**config.mk**
```make
export PLATFORM = sky130hd
export DESIGN_NAME = crossbar_arb
export DESIGN_NICKNAME = d
export VERILOG_FILES = /design/src/rtl/crossbar_arb.sv
export SDC_FILE = /design/constraint.sdc
export NUM_CORES = 1
export LEC_CHECK = 0
export BUFFER_PORTS_ARGS = -buffer_cell sky130_fd_sc_hd__buf_2
export CAP_MARGIN = 0
export CORE_ASPECT_RATIO = 0.5
export CORE_MARGIN = 2
export CORE_UTILIZATION = 40
export DETAILED_ROUTE_END_ITERATION = 12
export MAX_ROUTING_LAYER = met4
export PLACE_DENSITY = 0.59
export SLEW_MARGIN = 20
export SYNTH_ARGS = -nofsm -noshare
export SYNTH_HDL_FRONTEND = slang
export SYNTH_SLANG_ARGS = --single-unit
```
**constraint.sdc**
```tcl
create_clock -name clk -period 4.6 [get_ports clk]
set_clock_uncertainty 0.2 [all_clocks]
set_input_delay 0.92 -clock clk [delete_from_list [all_inputs] [get_ports clk]]
set_output_delay 0.92 -clock clk [all_outputs]
set_load 0.05 [all_outputs]
```
**src/rtl/crossbar_arb.sv**
```systemverilog
// N_IN x N_OUT crossbar with a round-robin arbiter and one registered beat per output.
// Input beats carry a destination mask and may be delivered to several outputs over several cycles.
module crossbar_arb #(
  parameter int N_IN    = 8,
  parameter int N_OUT   = 8,
  parameter int DW_DATA = 32,
  localparam int DW_SRC = (N_IN > 1) ? $clog2(N_IN) : 1
) (
  input  logic                     clk,
  input  logic                     rst,
  input  logic [N_IN-1:0]          in_valid,
  input  logic [N_IN*DW_DATA-1:0]  in_data,
  input  logic [N_IN*N_OUT-1:0]    in_dst,
  output logic [N_IN-1:0]          in_ready,
  output logic [N_OUT-1:0]         out_valid,
  output logic [N_OUT*DW_DATA-1:0] out_data,
  output logic [N_OUT*DW_SRC-1:0]  out_src,
  input  logic [N_OUT-1:0]         out_ready
);

  // Handshake: a beat moves on a posedge where valid && ready. A source holds
  // data/mask while valid && !ready; an output holds its beat until it transfers.
  logic [DW_DATA-1:0] dat       [N_IN];
  logic [N_OUT-1:0]   dst       [N_IN];
  logic [N_OUT-1:0]   done      [N_IN];
  logic [N_OUT-1:0]   remaining [N_IN];
  logic [N_OUT-1:0]   served    [N_IN];
  logic [N_IN-1:0]    req       [N_OUT];
  logic [DW_SRC-1:0]  ptr       [N_OUT];
  logic [DW_SRC-1:0]  gnt_idx   [N_OUT];
  logic [N_OUT-1:0]   free;
  logic [N_OUT-1:0]   gnt_vld;
  logic [N_OUT-1:0]   out_valid_r;
  logic [DW_DATA-1:0] out_data_r [N_OUT];
  logic [DW_SRC-1:0]  out_src_r  [N_OUT];

  always_comb begin
    for (int i = 0; i < N_IN; i++) begin
      dat[i]       = in_data[i*DW_DATA +: DW_DATA];
      dst[i]       = in_dst[i*N_OUT +: N_OUT];
      remaining[i] = dst[i] & ~done[i];
    end
  end

  always_comb begin
    for (int j = 0; j < N_OUT; j++) begin
      for (int i = 0; i < N_IN; i++) begin
        req[j][i] = in_valid[i] & remaining[i][j];
      end
    end
  end

  // Descending scan: the last hit is the lowest index, either overall (wrap case)
  // or at/after the pointer.
  always_comb begin : arb
    logic              hi_vld;
    logic              lo_vld;
    logic [DW_SRC-1:0] hi_idx;
    logic [DW_SRC-1:0] lo_idx;
    hi_vld = 1'b0;
    lo_vld = 1'b0;
    hi_idx = '0;
    lo_idx = '0;
    for (int j = 0; j < N_OUT; j++) begin
      free[j] = !out_valid_r[j] | out_ready[j];
      hi_vld  = 1'b0;
      lo_vld  = 1'b0;
      hi_idx  = '0;
      lo_idx  = '0;
      for (int i = N_IN - 1; i >= 0; i--) begin
        if (req[j][i]) begin
          lo_vld = 1'b1;
          lo_idx = DW_SRC'(i);
          if (DW_SRC'(i) >= ptr[j]) begin
            hi_vld = 1'b1;
            hi_idx = DW_SRC'(i);
          end
        end
      end
      gnt_vld[j] = free[j] & lo_vld;
      gnt_idx[j] = hi_vld ? hi_idx : lo_idx;
    end
  end

  always_comb begin
    for (int i = 0; i < N_IN; i++) begin
      served[i] = '0;
    end
    for (int j = 0; j < N_OUT; j++) begin
      for (int i = 0; i < N_IN; i++) begin
        if (gnt_vld[j] && (gnt_idx[j] == DW_SRC'(i))) begin
          served[i][j] = 1'b1;
        end
      end
    end
    for (int i = 0; i < N_IN; i++) begin
      in_ready[i] = rst & in_valid[i] & ((remaining[i] & ~served[i]) == '0);
    end
  end

  always_ff @(posedge clk) begin
    if (!rst) begin
      out_valid_r <= '0;
      for (int j = 0; j < N_OUT; j++) begin
        out_data_r[j] <= '0;
        out_src_r[j]  <= '0;
        ptr[j]        <= '0;
      end
      for (int i = 0; i < N_IN; i++) begin
        done[i] <= '0;
      end
    end else begin
      for (int j = 0; j < N_OUT; j++) begin
        if (gnt_vld[j]) begin
          out_valid_r[j] <= 1'b1;
          out_data_r[j]  <= dat[gnt_idx[j]];
          out_src_r[j]   <= gnt_idx[j];
          ptr[j]         <= (gnt_idx[j] == DW_SRC'(N_IN - 1)) ? '0 : gnt_idx[j] + 1'b1;
        end else if (out_ready[j]) begin
          out_valid_r[j] <= 1'b0;
        end
      end
      // A finished beat clears its history so the next beat starts from its full mask.
      for (int i = 0; i < N_IN; i++) begin
        done[i] <= in_ready[i] ? '0 : (done[i] | served[i]);
      end
    end
  end

  assign out_valid = out_valid_r;

  always_comb begin
    out_data = '0;
    out_src  = '0;
    for (int j = 0; j < N_OUT; j++) begin
      out_data[j*DW_DATA +: DW_DATA] = out_data_r[j];
      out_src[j*DW_SRC +: DW_SRC]    = out_src_r[j];
    end
  end

endmodule

```
# ---- Word-level counts from Yosys, hierarchy flattened
# Memory sizes are Yosys's and may differ from the RTL's.
# Cells that the tools add are included.
dict set report totals {
  mem_bits_rw 368
  mem_count 4
  word_cells 990
  reg_bits 8
  input_bits 338
  out_inout_bits 296
}
# memory words width read_ports rd_ports_with_merged_regs wr line
set memory_table {}
lappend memory_table {out_data_r 8 32 8 0 8 34} ;# logic [DW_DATA-1:0] out_data_r [N_OUT];
lappend memory_table {done 8 8 8 0 8 25} ;# logic [N_OUT-1:0] done [N_IN];
lappend memory_table {out_src_r 8 3 8 0 8 35} ;# logic [DW_SRC-1:0] out_src_r [N_OUT];
lappend memory_table {ptr 8 3 8 0 8 29} ;# logic [DW_SRC-1:0] ptr [N_OUT];
dict set report classes {
  addsub 8
  n_eq_ne 56
  magnitude_cmp 72
  mux 570
  bitwise_logic 176
  n_reduce_logical 96
}
# cell count
set op_table {}
lappend op_table {{$bmux 32 s3} 8}
lappend op_table {{$mux 32} 24}
lappend op_table {{$mux 3} 224}
lappend op_table {{$mux 1} 298}
lappend op_table {{$and 8x8->8} 16}
lappend op_table {{$mux 8} 16}
lappend op_table {{$not 8->8} 16}
lappend op_table {{$eq 3x3->1 const B} 32}
lappend op_table {{$ge 3x3->1 const A} 32}
lappend op_table {{$and 1x1->1} 88}
lappend op_table {{$logic_and 1x1->1} 64}
lappend op_table {{$logic_not 8->1} 8}
lappend op_table {{$or 8x8->8} 8}
lappend op_table {{$eq 3x2->1 const B} 16}
lappend op_table {{$ge 1x3->1 const A} 16}
lappend op_table {{$ge 2x3->1 const A} 16}
lappend op_table {{$or 1x1->1} 40}
lappend op_table {{$ge 4x4->1 const B} 8}
lappend op_table {{$not 3->4} 8}
lappend op_table {{$add 3x1->3 const B} 8}
lappend op_table {{$eq 3x1->1 const B} 8}
lappend op_table {{$logic_not 3->1} 8}
lappend op_table {{$reduce_bool 2->1} 8}
lappend op_table {{$logic_not 1->1} 8}

# ---- Longest topological paths before layout
dict set report depth {
  ltp_word 28
  depth_mapped 16
  ltp_nobuf 12
}

# ---- Least setup slack after synthesis
# OpenSTA, ideal clock, no wires.
dict set report synth_timing {
  path_kind {input -> output}
  start {input in_valid[4]}
  end {output in_ready[3]}
  setup_slack_ns -1.191
  required_time_ns 3.480
  stages 15
  path_buffers 4
  arrival_ns 4.671
  path_cell_list {buf_2 > nand3b_1 > o2bb2ai_1 > nor4_1 > a2111o_1 > clkbuf_1 > buf_6 > buf_2 > inv_1 > ha_1 > ha_1 > o211ai_1 > a32oi_1 > nand2_1 > nor4_1}
}
# item line
set synth_lines {}
lappend synth_lines {{from (decl)} 11} ;# input logic [N_IN-1:0] in_valid,
lappend synth_lines {{to (decl)} 14} ;# output logic [N_IN-1:0] in_ready,

==> impl_results.rst <==
.. list-table::
   :header-rows: 1

   * - Metric
     - Value
   * - Startpoint Class
     - register
   * - Synthesis-stage register bit count
     - 376
   * - CTS tree
     - built
   * - Slack of the critical path
     - -0.267 ns
   * - Sequential-to-total area share from yosys stat
     - 31.1%
   * - Wire length after detailed routing
     - 171 mm
   * - Standby leakage power
     - 20.7 nW
   * - Switching component of the power
     - 0.0168 W
   * - Class of the tightest hold or removal check
     - register to register
   * - Number of warning messages in the yosys log
     - 0
   * - Global-route wire length before repair
     - 243 mm
   * - Status
     - finished with violations
   * - Final cycle utilization of the critical path
     - 106%
   * - Total Nets Final
     - 4711
   * - Area overhead of the layout relative to synthesis
     - 31.5%
   * - Unique masters post-synth
     - 89
   * - Highest fanout seen on the critical path
     - 4
   * - Gate count of the mapped netlist
     - 3473
   * - Root Driver
     - clkbuf_16
   * - Number of global-route vias before repair
     - 34300
   * - Number of placement rows
     - 75
   * - Number of top-level design ports
     - 634
   * - Sequential fraction of design power
     - 19.6%
   * - Floorplan Core Area
     - 0.0840 mm²
   * - Proportion of total power due to net switching
     - 50.9%
   * - Required time of the critical path
     - 3.48 ns
   * - CP Capture Type
     - output pin
   * - Peak VDD IR
     - 718 µV
   * - Combinational group share of total power
     - 69.3%
   * - Placer's final routability congestion estimate
     - 0.967
   * - Antenna violations before repair
     - 26
   * - DR vias/cell
     - 6.69
   * - Global route overflow
     - 0
   * - Global router's overall resource usage
     - 38.1%
   * - Count of port buffers added during placement
     - 633
   * - Later-pin clock latency in the skew report
     - 0.62 ns
   * - Die height
     - 210 µm
   * - Post-synthesis area per instance
     - 9.78 µm²
   * - Endpoints failing setup
     - 8
   * - Critical path launch point
     - ptr[1][7]$_SDFFCE_PP0P_
   * - Design internal power
     - 0.0162 W
   * - Worst-margin pin slew
     - 1.22 ns
   * - Vias
     - 36800
   * - Worst setup path class
     - register to output pin
   * - Relative slew slack
     - 18.1%
   * - Iteration-0 DRC count of the detailed router
     - 4648
   * - Violated checks
     - setup timing
   * - Post-synth EDFFs
     - 304
   * - Relative contribution of the clock network to total power
     - 11.1%
   * - Hold path start
     - done[1][12]$_SDFF_PP0_
   * - Final Power
     - 0.0330 W
   * - Placement Cell Area
     - 0.0415 mm²
   * - DRT antenna net count
     - 0
   * - Cell area power density
     - 739 mW/mm²
   * - Top cell type's share of synthesized area
     - 26.9%
   * - Initial standard-cell utilization of the core
     - 40.5%
   * - Post-Synthesis Net Count
     - 3859
   * - Per-cell routed wire length
     - 31.1 µm
   * - Shortest period the worst path allows
     - 4.87 ns
   * - Number of remaining DRC errors
     - 0
   * - Number of buffers between clock root and the deepest sink
     - 3
   * - Post-Layout Inst Area
     - 0.0447 mm²
   * - Predominant post-synthesis flop cell
     - edfxtp_1
   * - Chip Width
     - 416 µm
   * - Total CTS buffers
     - 45
   * - Register clock-pin slew on the reported worst setup and hold paths
     - 0.06 ns
   * - Startpoint of the lowest-slack register-to-register path
     - done[0][23]$_SDFF_PP0_
   * - Die area
     - 0.0874 mm²
   * - Post-synth ARST share
     - 0%
   * - Crit path arrival time
     - 3.75 ns
   * - Count of max-cap constraint violations
     - 0
   * - Number of pins exceeding their max-slew limit in the final report
     - 0
   * - Pin count of the biggest net entering global routing
     - 130
   * - Top area cells in the synthesized netlist
     - edfxtp_1 (27%), mux2i_1 (25%), o22ai_1 (5.3%)
   * - Synthesized cell area
     - 0.0340 mm²
   * - Layout cell share with drive strength beyond 1
     - 34.8%
   * - Clock sinks
     - 376
   * - Htree depth
     - 2
   * - 1st-pass router iterations
     - 6
   * - Unrepaired setup endpoints after global routing
     - yes
   * - Dpl hpwl
     - 113 mm
   * - FMAX
     - 205 MHz
   * - Number of endpoints with negative hold slack in the final report
     - 0
   * - Number of fillers in the final layout
     - 7597
   * - Area leader, netlist
     - edfxtp_1
power groups by stage:
stage | Sequential [W] | Combinational, W | Clock (W)
after floorplan | 0.0100 | 0.0110 | 0
after global placement | 0.00646 | 0.0210 | 0
after detailed placement | 0.00647 | 0.0213 | 0
after CTS | 0.00641 | 0.0220 | 0.00367
after global routing | 0.00650 | 0.0238 | 0.00380
final | 0.00645 | 0.0229 | 0.00367
cell usage in the layout, fill, tap and decap left out, types with 21 or more instances in the layout:
master,count
nand2b_1,35
mux2_2,64
or2_1,113
a31oi_1,34
clkbuf_16,48
clkbuf_1,21
o21ai_0,93
nand2_1,45
and3b_1,26
mux2i_1,864
o221ai_1,67
buf_4,445
o2111ai_1,32
nand3b_1,62
dfxtp_1,72
o22a_1,68
a21oi_1,69
buf_2,617
ha_1,21
a221o_1,32
diode_2,22
inv_1,45
buf_12,57
edfxtp_1,304
nor3_1,44
o22ai_1,288
o21bai_1,35
o211ai_1,30
buf_6,22
nor3b_1,21
nor2_1,61
a21boi_0,96
and3_1,105
worst max-delay path, cell delays in order (launching register included):
cell and delay, ns:
edfxtp_1 0.50, nor4bb_4 0.35, o21ba_4 0.20, nor4_4 0.04, buf_4 0.15, a32oi_4 0.33, ha_4 0.21, a41oi_4 0.13
or4_4 0.60, nor4_4 0.37, buf_6 0.22
logic make-up (layout without fill, tap and decap cells):
| family | Yosys count | in the layout | synth area share [%] |
|---|---|---|---|
| muxes | 928 | 928 | 27.6 |
| and+or+nand+nor | 685 | 685 | 12.7 |
| other | 0 | 22 | 0 |
| adders and majority gates | 48 | 48 | 1.77 |
| AOI/OAI and AO/OA | 1031 | 1031 | 21.6 |
| DFF | 376 | 376 | 31.1 |
| buffers and inverters | 405 | 1293 | 5.19 |
flip-flops by register name, summed over array words and instances (netlist names):
register / cells
done: 64
out_data_r: 256
out_src_r: 24
out_valid: 8
ptr: 24
layer usage:
metal,GRT usage (%),vias up,part of all wire [%]
met3,6.91,591,9.7
met1,49.5,18200,40
met2,56.7,2464,44
met5,-,-,0
met4,20.2,0,5.8
li1,-,15500,-
final timing paths:
| kind | endpoint | slack, ns | cells past startpoint |
|---|---|---|---|
| max reg2reg | out_data_r[1][106]$_SDFFCE_PN0P_ | 0.38 | 12 |
| min reg2reg | done[1][12]$_SDFF_PP0_ | 0.28 | 2 |
| min | done[1][12]$_SDFF_PP0_ | 0.28 | 2 |
| max | in_ready[4] | -0.27 | 10 |
per-stage QoR:
| stage | setup WS (ns) | setup TNS [ns] | std cells | util (%) | hold slack (ns) |
|---|---|---|---|---|---|
| 6_report | -0.267 | -1.35 | 5499 | 53.2 | 0.285 |
| 3_5_place_dp | -1.03 | -21.28 | 5321 | 49.4 | 0.266 |
| 3_3_place_gp | -0.941 | -17.06 | 5321 | 49.4 | 0.265 |
| 2_1_floorplan | -0.335 | -0.900 | 3473 | - | 0.242 |
| 4_1_cts | -0.248 | -1.27 | 5446 | 52.4 | 0.283 |
| 5_1_grt | -0.298 | -1.84 | 5499 | 53.2 | 0.312 |
area by class of cell:
class	instances	area, µm²	share of cell area, %
Multi-Input combinational cell	2692	23000	51.6
Sequential cell	376	10600	23.7
Timing Repair Buffer	1150	8010	17.9
Tap cell	1116	1400	3.13
Clock buffer	70	1280	2.87
Inverter	60	239	0.535
Clock inverter	13	88.8	0.199
Antenna cell	22	55.1	0.123
timing repair:
item / 4_1_cts / 5_1_grt
hold buffers: 0 / 0
buffers inserted: 41 / 31
pin swaps: 48 / 46
gates cloned: 2 / 1
setup endpoints to repair: 8 / 18
gates resized for setup: 171 / 73
cells in the mapped netlist, drive strengths merged, types with 22 or more instances:
cell type and number:
a211oi 26, a21boi 97, a21oi 84, a221o 32, a31oi 39, and3 107
and3b 34, buf 134, clkbuf 211, dfxtp 72, edfxtp 304, ha 48
inv 59, mux2 64, mux2i 864, nand2 52, nand2b 44, nand3 22
nand3b 64, nor2 64, nor3 52, nor3b 22, o2111ai 33, o211ai 30
o21ai 111, o21bai 35, o221ai 67, o22a 68, o22ai 291, or2 130
(Power assumes the default switching activity.)
